==> src/rtl/multi_tap_delay_line.sv <==
// multi_tap_delay_line: gated WIDTH x DEPTH shift line with NTAPS runtime-programmable taps and fill tracking; define TAP_OUTPUT_REG_EN to register tap outputs
module multi_tap_delay_line #(
    parameter int WIDTH = 8,
    parameter int DEPTH = 16,
    parameter int NTAPS = 2,
    localparam int SELW = $clog2(DEPTH + 1)
) (
    input  logic                   clk,
    input  logic                   rst,
    input  logic                   flush,
    input  logic                   in_valid,
    input  logic [WIDTH-1:0]       data,
    input  logic [NTAPS*SELW-1:0]  tap_delay,
    output logic [NTAPS*WIDTH-1:0] out_data,
    output logic [NTAPS-1:0]       out_valid,
    output logic [SELW-1:0]        fill
);
    logic [WIDTH-1:0]       stage [DEPTH];
    logic [SELW-1:0]        fill_q;
    logic [NTAPS*WIDTH-1:0] tap_data;
    logic [NTAPS-1:0]       tap_valid;

    // shift line and saturating fill count; rst/flush drop everything including a colliding sample
    always_ff @(posedge clk) begin
        if (rst || flush) begin
            for (int i = 0; i < DEPTH; i++) stage[i] <= '0;
            fill_q <= '0;
        end else if (in_valid) begin
            stage[0] <= data;
            for (int i = 1; i < DEPTH; i++) stage[i] <= stage[i-1];
            if (fill_q < SELW'(DEPTH)) fill_q <= fill_q + 1'b1;
        end
    end

    // clamp each tap delay into 1..DEPTH, pick that stage and flag it real once fill reaches it
    always_comb begin
        logic [SELW-1:0] f;
        logic [SELW-1:0] d;
        tap_data  = '0;
        tap_valid = '0;
        f = '0;
        d = '0;
        for (int k = 0; k < NTAPS; k++) begin
            f = tap_delay[k*SELW +: SELW];
            d = (f == '0) ? SELW'(1) : (f > SELW'(DEPTH) ? SELW'(DEPTH) : f);
            for (int j = 0; j < DEPTH; j++)
                if (d == SELW'(j + 1)) tap_data[k*WIDTH +: WIDTH] = stage[j];
            tap_valid[k] = fill_q >= d;
        end
    end

    assign fill = fill_q;

`ifdef TAP_OUTPUT_REG_EN
    // one-cycle output register, cleared together with the line
    always_ff @(posedge clk) begin
        if (rst || flush) begin
            out_data  <= '0;
            out_valid <= '0;
        end else begin
            out_data  <= tap_data;
            out_valid <= tap_valid;
        end
    end
`else
    assign out_data  = tap_data;
    assign out_valid = tap_valid;
`endif
endmodule

==> config.mk <==
export PLATFORM = sky130hd
export DESIGN_NAME = multi_tap_delay_line
export DESIGN_NICKNAME = d
export VERILOG_FILES = /design/src/rtl/multi_tap_delay_line.sv
export SDC_FILE = /design/constraint.sdc
export NUM_CORES = 1
export LEC_CHECK = 0
export BUFFER_PORTS_ARGS = -buffer_cell sky130_fd_sc_hd__buf_2
export CORE_ASPECT_RATIO = 1.4
export CORE_MARGIN = 2
export CORE_UTILIZATION = 25
export CTS_CLUSTER_SIZE = 24
export DETAILED_ROUTE_END_ITERATION = 8
export SETUP_SLACK_MARGIN = 0.5
export SLEW_MARGIN = 25
export SYNTH_ARGS = -nofsm -noshare
export SYNTH_HDL_FRONTEND = slang
export SYNTH_SLANG_ARGS = --single-unit
==> constraint.sdc <==
create_clock -name clk -period 8.2 [get_ports clk]
set_clock_uncertainty 0.1 [all_clocks]
set_input_delay 1.64 -clock clk [delete_from_list [all_inputs] [get_ports clk]]
set_output_delay 1.64 -clock clk [all_outputs]
set_load 0.02 [all_outputs]
==> results of run 1 <==
## tightest hold or removal path, stage by stage, from the launching register on
cell	delay, ns
dfxtp_1	0.36
o21ai_0	0.09
a21oi_1	0.06
## per-layer routing
metal / routed length, um / share of wire / global-route usage / vias to the layer above
li1: - / - / - / 2854
met1: 9623 / 0.41 / 0.1776 / 3111
met2: 11590 / 0.49 / 0.2405 / 289
met3: 1769 / 0.075 / 0.03937 / 56
met4: 765 / 0.032 / 0.06232 / 0
met5: 0 / 0 / 0 / -
## synth_stat cells (all sizes together) (2+ instances only)
library cell	number	share of area
a31oi	6	0.0048
nand2b	17	0.014
nand2	40	0.019
edfxtp	128	0.49
o21a	6	0.0058
or2	5	0.0040
mux2i	28	0.036
a22oi	4	0.0038
ha	11	0.018
a2111oi	5	0.0056
nor3	14	0.0090
o2111ai	3	0.0034
mux4	11	0.032
a41oi	6	0.0067
and3	83	0.067
o2bb2ai	6	0.0067
a21oi	39	0.025
o21ai	41	0.026
o22ai	16	0.013
and2	44	0.035
a311oi	3	0.0034
a21o	9	0.0087
or3	9	0.0072
buf	17	0.012
nor3b	3	0.0035
a221oi	5	0.0056
o31ai	3	0.0029
a211o	2	0.0022
inv	14	0.0067
nor4	2	0.0016
or3b	2	0.0022
o211ai	8	0.0077
nor2	44	0.021
mux2	3	0.0043
dfxtp	5	0.013
a211oi	10	0.0096
nand3b	3	0.0029
nand3	8	0.0051
clkbuf	47	0.023
a221o	5	0.0064
o32ai	2	0.0022
nor2b	10	0.0080
## worst paths after layout
check / start / endpoint / depth (start not counted)
setup / recovery: tap_delay[5] / out_data[10] / 7
hold / removal: fill[3] / fill[3] / 2
setup reg to reg: fill[1] / fill[3] / 3
hold reg to reg: fill[3] / fill[3] / 2
## layout make-up
| cell class | count | area (sq um) |
|---|---|---|
| fillers | 3166 | 21750 |
| inverters | 15 | 56.30 |
| repair buffers | 52 | 284.0 |
| clock inverters | 14 | 200.2 |
| multi-input cells | 529 | 3551 |
| well taps | 390 | 488.0 |
| diodes | 4 | 10.01 |
| flip-flops and latches | 133 | 3944 |
| clock buffers | 18 | 429.2 |
## metrics by stage
stage,power (W),area (sq um),util
global route,0.001876,8955,0.2916
finish,0.001824,8962,0.2918
floorplan,0.0009383,7805,-
CTS,0.001831,8949,0.2913
global placement,0.001006,8319,0.2709
detailed placement,0.001007,8319,0.2709
## where the power goes
group	switching, W	internal, W	leakage [nW]
Combinational	0.000127	0.0000649	1.84
Sequential	0.0000293	0.000775	1.53
Clock	0.000315	0.000513	0.300
## flip-flops by register name, summed over array words and instances, names as in the netlist
| signal | cells |
|---|---|
| stage | 128 |
| fill | 5 |
## cells by family (layout without fill, tap and decap cells)
| group | Yosys count | count (layout) | synth area share |
|---|---|---|---|
| buffers and inverters | 79 | 99 | 0.04136 |
| AOI/OAI and AO/OA | 187 | 187 | 0.1590 |
| DFF | 133 | 133 | 0.5053 |
| other | 0 | 4 | 0 |
| adders and majority gates | 11 | 11 | 0.01763 |
| and+or+nand+nor | 287 | 287 | 0.2025 |
| muxes | 42 | 42 | 0.07198 |
| xor gates and xnor gates | 2 | 2 | 0.002245 |
==> metrics.txt, run 1 <==
Slowest-stage cell, CP buf_2; ys flop type edfxtp_1; asr flop ratio synth 0; Routed WL 23740 um; MaxCap Viol Count 0; Mean Syn Cell Area 10.53 sq um; GR Util All Layers 0.1449; Die Wd 153.3 um; GP Congestion 0.8752; crit share post-route 0.7093; CTS tree yes; Cell Rows 76; hold_buf cts 0; first-pass GRT wire length 36520 um; grt total ovfl 0; DRT antenna net count 0; Worst Path Arrival 4.08 ns; most common cell after layout, fill and taps aside edfxtp_1; setup ws final 2.384 ns; synth unique cells 61; Crit Path Max Fanout 33; Placed Cells 1119; Final Hold Viols 0; Clock transition at path regs 0.06 ns; Mapped Area 0.007805 sq mm; Clock Latency Late Sink 0.43 ns; required time of the critical path 6.46 ns; commonest non-fill, non-tap cells in the layout 128 x edfxtp_1, 83 x and3_1, 44 x and2_1, 44 x buf_2, 43 x nor2_1; family with the most delay on the worst path simple AND/OR/NAND/NOR gates; Via density 5.463; Die Y 213.1 um; worst vdd ir 0.1456 mV; Fmax 0.1719 GHz; Post-synth EDFFs 128; RSZ-0062 raised after global routing no; CP most frequent cell buf_2; Detail Placement HPWL 15800 um; final hold slack 0.4578 ns; WP buf/inv 2; Layout area overhead 14.83%; Post-Synthesis Cells 741; flops & latches, synth 133; largest net degree at the start of global routing 123; Setup crit start kind input pin; pre-CTS setup slack 2.422 ns; top-level I/O count 45; Crit. End Element output pin; cts bufs inserted 17; Core Area 0.03071 sq mm; layout cells sized above 1 0.1380; Clock Tree Buf Depth 2; die area 0.03267 sq mm; Max stage delay on crit path 0.59 ns; min cycle time layout 5.816 ns; vias 6310; PwrDens 203.5 mW/mm^2; H-tree lvl count 4; Port Buf Inserts 44; WS Path Type input pin to output pin; CTS sink count 133; DR pass1 iterations 5; sequential element share of the synthesized area 0.5053; vias in the first global route 6084; outcome completed; worst-margin pin slew 0.9845 ns; Synthesized Nets 774; Avg WL per Cell 20.56 um; DR DRC count 0; CTS Root Buffer Type clkbuf_16; Resized cells post-CTS 0; setup TNS 0 ns; Finished Layout Cells 1155; LEAKAGE 3.672 nW; critical-path cell list buf_2 > nand2b_1 > or3_1 > a32o_1 > a311oi_1 > a221oi_1 > buf_2; Min-Delay Path Class flop to flop; Slew headroom 0.3436; Finish-stage setup viols 0; Starting DRT DRC Count 680; reg2reg setup slack 6.96 ns; fin. max-slew vios 0; post-CTS setup buffers 0; NumNets Final 781; synthesis warning total 0; Starting Density 0.2541; initial antenna violation count 4
No activity file was read; power rests on OpenSTA's default activity.
==> run 2: changes to the inputs <==
clock period = 5 ns   (was 8.2 ns; I/O delays follow)
==> run 2 against run 1 <==
  * Worst setup slack worse by 1.7 ns
  * Global-route usage down 0.051 points
  * Wire length down 0.99%
  * Core utilization up 0.42 points
  * First-iteration DRC count down 18%
  * Clock power up 58%
  * Combinational power up 71%
  * Non-clock buffer count up 16
  * Die area unchanged
  * Design area up 1.4%
  * Critical path type unchanged
  * Sequential power up 64%
==> metrics.txt, run 2 (synthesis results as in run 1) <==
largest register by flop count stage; PwrDens 324.9 mW/mm^2 (+60%); top-level I/O count 45 (unchanged); Avg WL per Cell 20.13 um (-2.1%); Largest register FFs 128 (unchanged); Finished Layout Cells 1168 (+1.1%); Seq pwr share 0.445 (+0.004); # fillers 3172 (+0.19%); Multi-input gate area 0.003552 sq mm (about the same); outcome completed; crit share post-route 0.8593; Clock Tree Buf Depth 2 (unchanged); GP Congestion 0.8720 (-0.37%); CTS sink count 133 (unchanged); Port Buf Inserts 44 (unchanged); critical-path cell list buf_2 > buf_4 > mux2i_1 > a211oi_1 > a2111oi_0 > o21ai_0 > buf_2; Detail Placement HPWL 16120 um (+2.0%); total power 0.002953 W (+62%); Cell Rows 76 (unchanged); Placed Cells 1134 (+1.3%); vias 6238 (-1.1%); fin. max-slew vios 0 (unchanged); initial antenna violation count 2 (-2); setup TNS 0 ns (unchanged); MaxCap Viol Count 0 (unchanged); Final Hold Viols 0 (unchanged); CTS Root Buffer Type clkbuf_16; Net Switching 0.0007367 W (+56%); Slew headroom 0.4773 (+0.1336); NumNets Final 797 (+2.0%); sequential cell area 0.003944 sq mm (unchanged); post-place instance area 0.008444 sq mm (+1.5%); Worst path depth 7 (unchanged); Layout area overhead 16.46%; Die Wd 153.3 um (unchanged); CP most frequent cell buf_2; worst vdd ir 0.2492 mV (+71%); required time of the critical path 3.90 ns (-2.56 ns); first-pass GRT wire length 36220 um (-0.83%); Crit Path Max Fanout 19 (-42%); RR Startpoint fill[2]; commonest non-fill, non-tap cells in the layout 128 x edfxtp_1, 83 x and3_1, 44 x and2_1, 44 x buf_2, 43 x nor2_1; Core Area 0.03071 sq mm (unchanged); Sw Share 0.2494 (-0.009004); DR pass1 iterations 5 (unchanged); LEAKAGE 3.752 nW (+2.2%); Clock transition at path regs 0.05 ns (about the same); Fmax 0.2327 GHz; min cycle time layout 4.296 ns; Via density 5.341 (-2.2%); Die Y 213.1 um (unchanged); min-delay src fill[3]; die area 0.03267 sq mm (unchanged); worst-margin pin slew 0.7841 ns (-0.2005 ns); Starting DRT DRC Count 561 (-18%); Starting Density 0.2541 (unchanged); layout cells sized above 1 0.1546 (+0.01666); Comb pwr share 0.111 (+0.006); Clock Latency Late Sink 0.43 ns (about the same); Resized cells post-CTS 0 (unchanged); WP buf/inv 3 (+1); Min-Delay Path Class flop to flop; most common cell after layout, fill and taps aside edfxtp_1; Max stage delay on crit path 0.61 ns (+0.02 ns); post-CTS setup buffers 0 (unchanged); post-layout util 0.2960 (+0.004155); cts bufs inserted 17 (unchanged); family with the most delay on the worst path buffers and inverters; RSZ-0062 raised after global routing no; Worst Path Arrival 3.20 ns (-0.88 ns); WS Path Type input pin to output pin; Finish-stage setup viols 0 (unchanged); Pint 0.002217 W (+64%); largest net degree at the start of global routing 84 (-32%); Hold Path Depth 2 (unchanged); Slowest-stage cell, CP a2111oi_0; CTS tree yes; GR Util All Layers 0.1444 (-0.0005143); Routed WL 23510 um (-0.99%); Finished Cell Area 0.009090 sq mm (+1.4%); grt total ovfl 0 (unchanged); vias in the first global route 6048 (-0.59%); H-tree lvl count 4 (unchanged); DR DRC count 0 (unchanged); clock share of power 0.444 (-0.010); CP Launch Point tap_delay[0]; R2R depth 3 (unchanged); hold_buf cts 0 (unchanged); Crit. End Element output pin; DRT antenna net count 0 (unchanged); Setup crit start kind input pin
## run 2: through the flow
| step | hold WS [ns] | setup WS [ns] |
|---|---|---|
| after floorplan | 0.4349 | 0.6823 |
| final | 0.4652 | 0.7035 |
| after global routing | 0.5009 | 0.5006 |
| after CTS | 0.4707 | 0.7636 |
| after detailed placement | 0.4600 | 0.7581 |
| after global placement | 0.4400 | 0.7378 |
## run 2: cell type report
type | count | area share
sequential | 133 | 0.4339
antenna | 2 | 0.0005506
clock buffer | 18 | 0.04721
inverter | 15 | 0.006194
clock inverter | 13 | 0.02010
timing repair buffer | 68 | 0.04763
multi-input combinational | 529 | 0.3908
tap | 390 | 0.05368
## run 2: metal layers
layer	vias to the layer above	GRT usage	wire (um)
met4	0	0.07276	776
met5	-	0	0
met2	248	0.2354	11380
li1	2880	-	-
met3	51	0.03735	1506
met1	3059	0.1774	9840
## run 2: path summary, 6_finish.rpt
check / to / slack [ns]
worst max-delay path: out_data[2] / 0.70
worst max register to register: fill[3] / 3.78
worst min-delay path: fill[3] / 0.47
worst min register to register: fill[3] / 0.47
## run 2: worst min-delay path: stages (launching register included)
cell     delay, ns
dfxtp_1       0.36
o21ai_0       0.10
a21oi_1       0.06
## run 2: power groups by stage
stage | Clock, W | Combinational [W] | Sequential (W)
floorplan | 0 | 0.000219 | 0.00132
global placement | 0 | 0.000317 | 0.00134
detailed placement | 0 | 0.000323 | 0.00134
CTS | 0.00134 | 0.000323 | 0.00131
global route | 0.00139 | 0.000353 | 0.00132
finish | 0.00131 | 0.000328 | 0.00132
==> run 3: changes to the inputs <==
CTS_BUF_LIST = sky130_fd_sc_hd__clkbuf_4 sky130_fd_sc_hd__clkbuf_8 sky130_fd_sc_hd__clkbuf_16   (was unset)
SLEW_MARGIN = 15   (was 25)
==> run 3 against run 2 <==
  * Sequential share of layout area up 0.11 points
  * Core utilization down 0.077 points
  * Worst setup slack worse by 0.0039 ns
  * Maximum frequency about the same
  * Non-clock buffer count down 1
  * Critical path type unchanged
==> metrics.txt, run 3 (synthesis results as in run 1) <==
required time of the critical path 3.90 ns (about the same); Min-Delay Path Class flop to flop; initial antenna violation count 2 (unchanged); WS Path Type input pin to output pin; vias 6291 (+0.85%); setup TNS 0 ns (unchanged); Slew headroom 0.2496 (-0.2277); vias in the first global route 6050 (+0.033%); Cell Rows 76 (unchanged); Port Buf Inserts 44 (unchanged); reg2reg setup slack 3.78 ns (about the same); hold_buf cts 0 (unchanged); sequential cell area 0.003944 sq mm (unchanged); R2R depth 3 (unchanged); post-CTS setup buffers 0 (unchanged); CTS Root Buffer Type clkbuf_16; DR pass1 iterations 5 (unchanged); Slowest-stage cell, CP a2111oi_0; fin. max-slew vios 0 (unchanged); Placed Cells 1134 (unchanged); DRT antenna net count 0 (unchanged); GP Congestion 0.8720 (unchanged); WP buf/inv 3 (unchanged); Largest register FFs 128 (unchanged); Die Y 213.1 um (unchanged); worst-margin pin slew 1.123 ns (+0.3389 ns); Detail Placement HPWL 16120 um (unchanged); end of the critical path out_data[2]; most common cell after layout, fill and taps aside edfxtp_1; Worst Path Arrival 3.20 ns (about the same); layout cells sized above 1 0.1548 (+0.0001995); top-level I/O count 45 (unchanged); outcome completed; commonest non-fill, non-tap cells in the layout 128 x edfxtp_1, 83 x and3_1, 44 x and2_1, 44 x buf_2, 43 x nor2_1; Starting DRT DRC Count 580 (+3.4%); grt total ovfl 0 (unchanged); Top Metal Used met4; Die Wd 153.3 um (unchanged); # fillers 3175 (+0.095%); CTS tree yes; first-pass GRT wire length 36230 um (about the same); family with the most delay on the worst path buffers and inverters; Clock transition at path regs 0.06 ns (about the same); MaxCap Viol Count 0 (unchanged); Reg2Reg Capture Point fill[3]; GR Util All Layers 0.1445 (about the same); Resized cells post-CTS 0 (unchanged); wl on met1 9770 um (-0.71%); met3 routed WL 1618 um (+7.4%); largest net degree at the start of global routing 84 (unchanged); RR Startpoint fill[2]; Crit. End Element output pin; crit share post-route 0.8601 (about the same); CP most frequent cell buf_2; DR DRC count 0 (unchanged); H-tree lvl count 4 (unchanged); Via density 5.391 (+0.94%); PwrDens 326.5 mW/mm^2 (+0.49%); NumNets Final 796 (-0.13%); Clock Tree Buf Depth 2 (unchanged); Routed WL 23520 um (about the same); Finish-stage setup viols 0 (unchanged); cts bufs inserted 17 (unchanged); Crit Path Max Fanout 19 (unchanged); RSZ-0062 raised after global routing no; Finished Layout Cells 1167 (-0.086%); routed wl met2 11270 um (-1.0%); Setup crit start kind input pin; CTS sink count 133 (unchanged); critical-path cell list buf_2 > buf_4 > mux2i_1 > a211oi_1 > a2111oi_0 > o21ai_0 > buf_2; LEAKAGE 3.744 nW (-0.23%); worst vdd ir 0.2503 mV (+0.43%); min cycle time layout 4.300 ns (+0.003909 ns); Starting Density 0.2541 (unchanged); Fmax 0.2325 GHz (about the same); largest register by flop count stage; die area 0.03267 sq mm (unchanged); Final Hold Viols 0 (unchanged); Avg WL per Cell 20.15 um (+0.14%); Max stage delay on crit path 0.60 ns (about the same); Worst path depth 7 (unchanged); CP Launch Point tap_delay[0]; Clock Latency Late Sink 0.43 ns (about the same); Core Area 0.03071 sq mm (unchanged); Layout area overhead 16.16%; Multi-input gate area 0.003552 sq mm (unchanged)
[run 3: stage by stage]
step | hold WS [ns] | instance area (sq um) | power (W) | setup WS, ns | util
after floorplan | 0.4349 | 7806 | 0.001537 | 0.6823 | -
after global placement | 0.4400 | 8444 | 0.001655 | 0.7378 | 0.2749
after detailed placement | 0.4600 | 8444 | 0.001659 | 0.7581 | 0.2749
after CTS | 0.4707 | 9060 | 0.002979 | 0.7636 | 0.2950
after global routing | 0.5009 | 9061 | 0.003067 | 0.5006 | 0.2950
final | 0.4650 | 9066 | 0.002960 | 0.6996 | 0.2952
[run 3: worst min path at each step]
stage / start / endpoint / cells after the start
2_1_floorplan: stage[1][18] / stage[1][26] / 1
3_5_place_dp: fill[3] / fill[3] / 2
3_3_place_gp: fill[3] / fill[3] / 2
6_report: fill[3] / fill[3] / 2
5_1_grt: stage[1][1] / stage[1][9] / 1
4_1_cts: fill[3] / fill[3] / 2
[run 3: tightest hold or removal path: stages (launching register included)]
cell	delay [ns]
dfxtp_1	0.36
o21ai_0	0.10
a21oi_1	0.06
[run 3: power breakdown]
part           internal (W)  switching (W)  total [W]
Combinational      0.000114       0.000212   0.000325
Sequential          0.00127      0.0000441    0.00132
Clock              0.000835       0.000484    0.00132
[run 3: layout make-up]
cell class              instances  share of cell area
diodes                          2           0.0005520
clock buffers                  18             0.04775
clock inverters                13             0.02015
inverters                      15            0.006210
multi-input cells             529              0.3918
flip-flops and latches        133              0.4350
well taps                     390             0.05382
repair buffers                 67             0.04471
[run 3: metal layers]
layer,track usage,up-vias
met5,0,-
met4,0.07276,0
met3,0.03735,59
met2,0.2355,267
met1,0.1774,3100
li1,-,2865
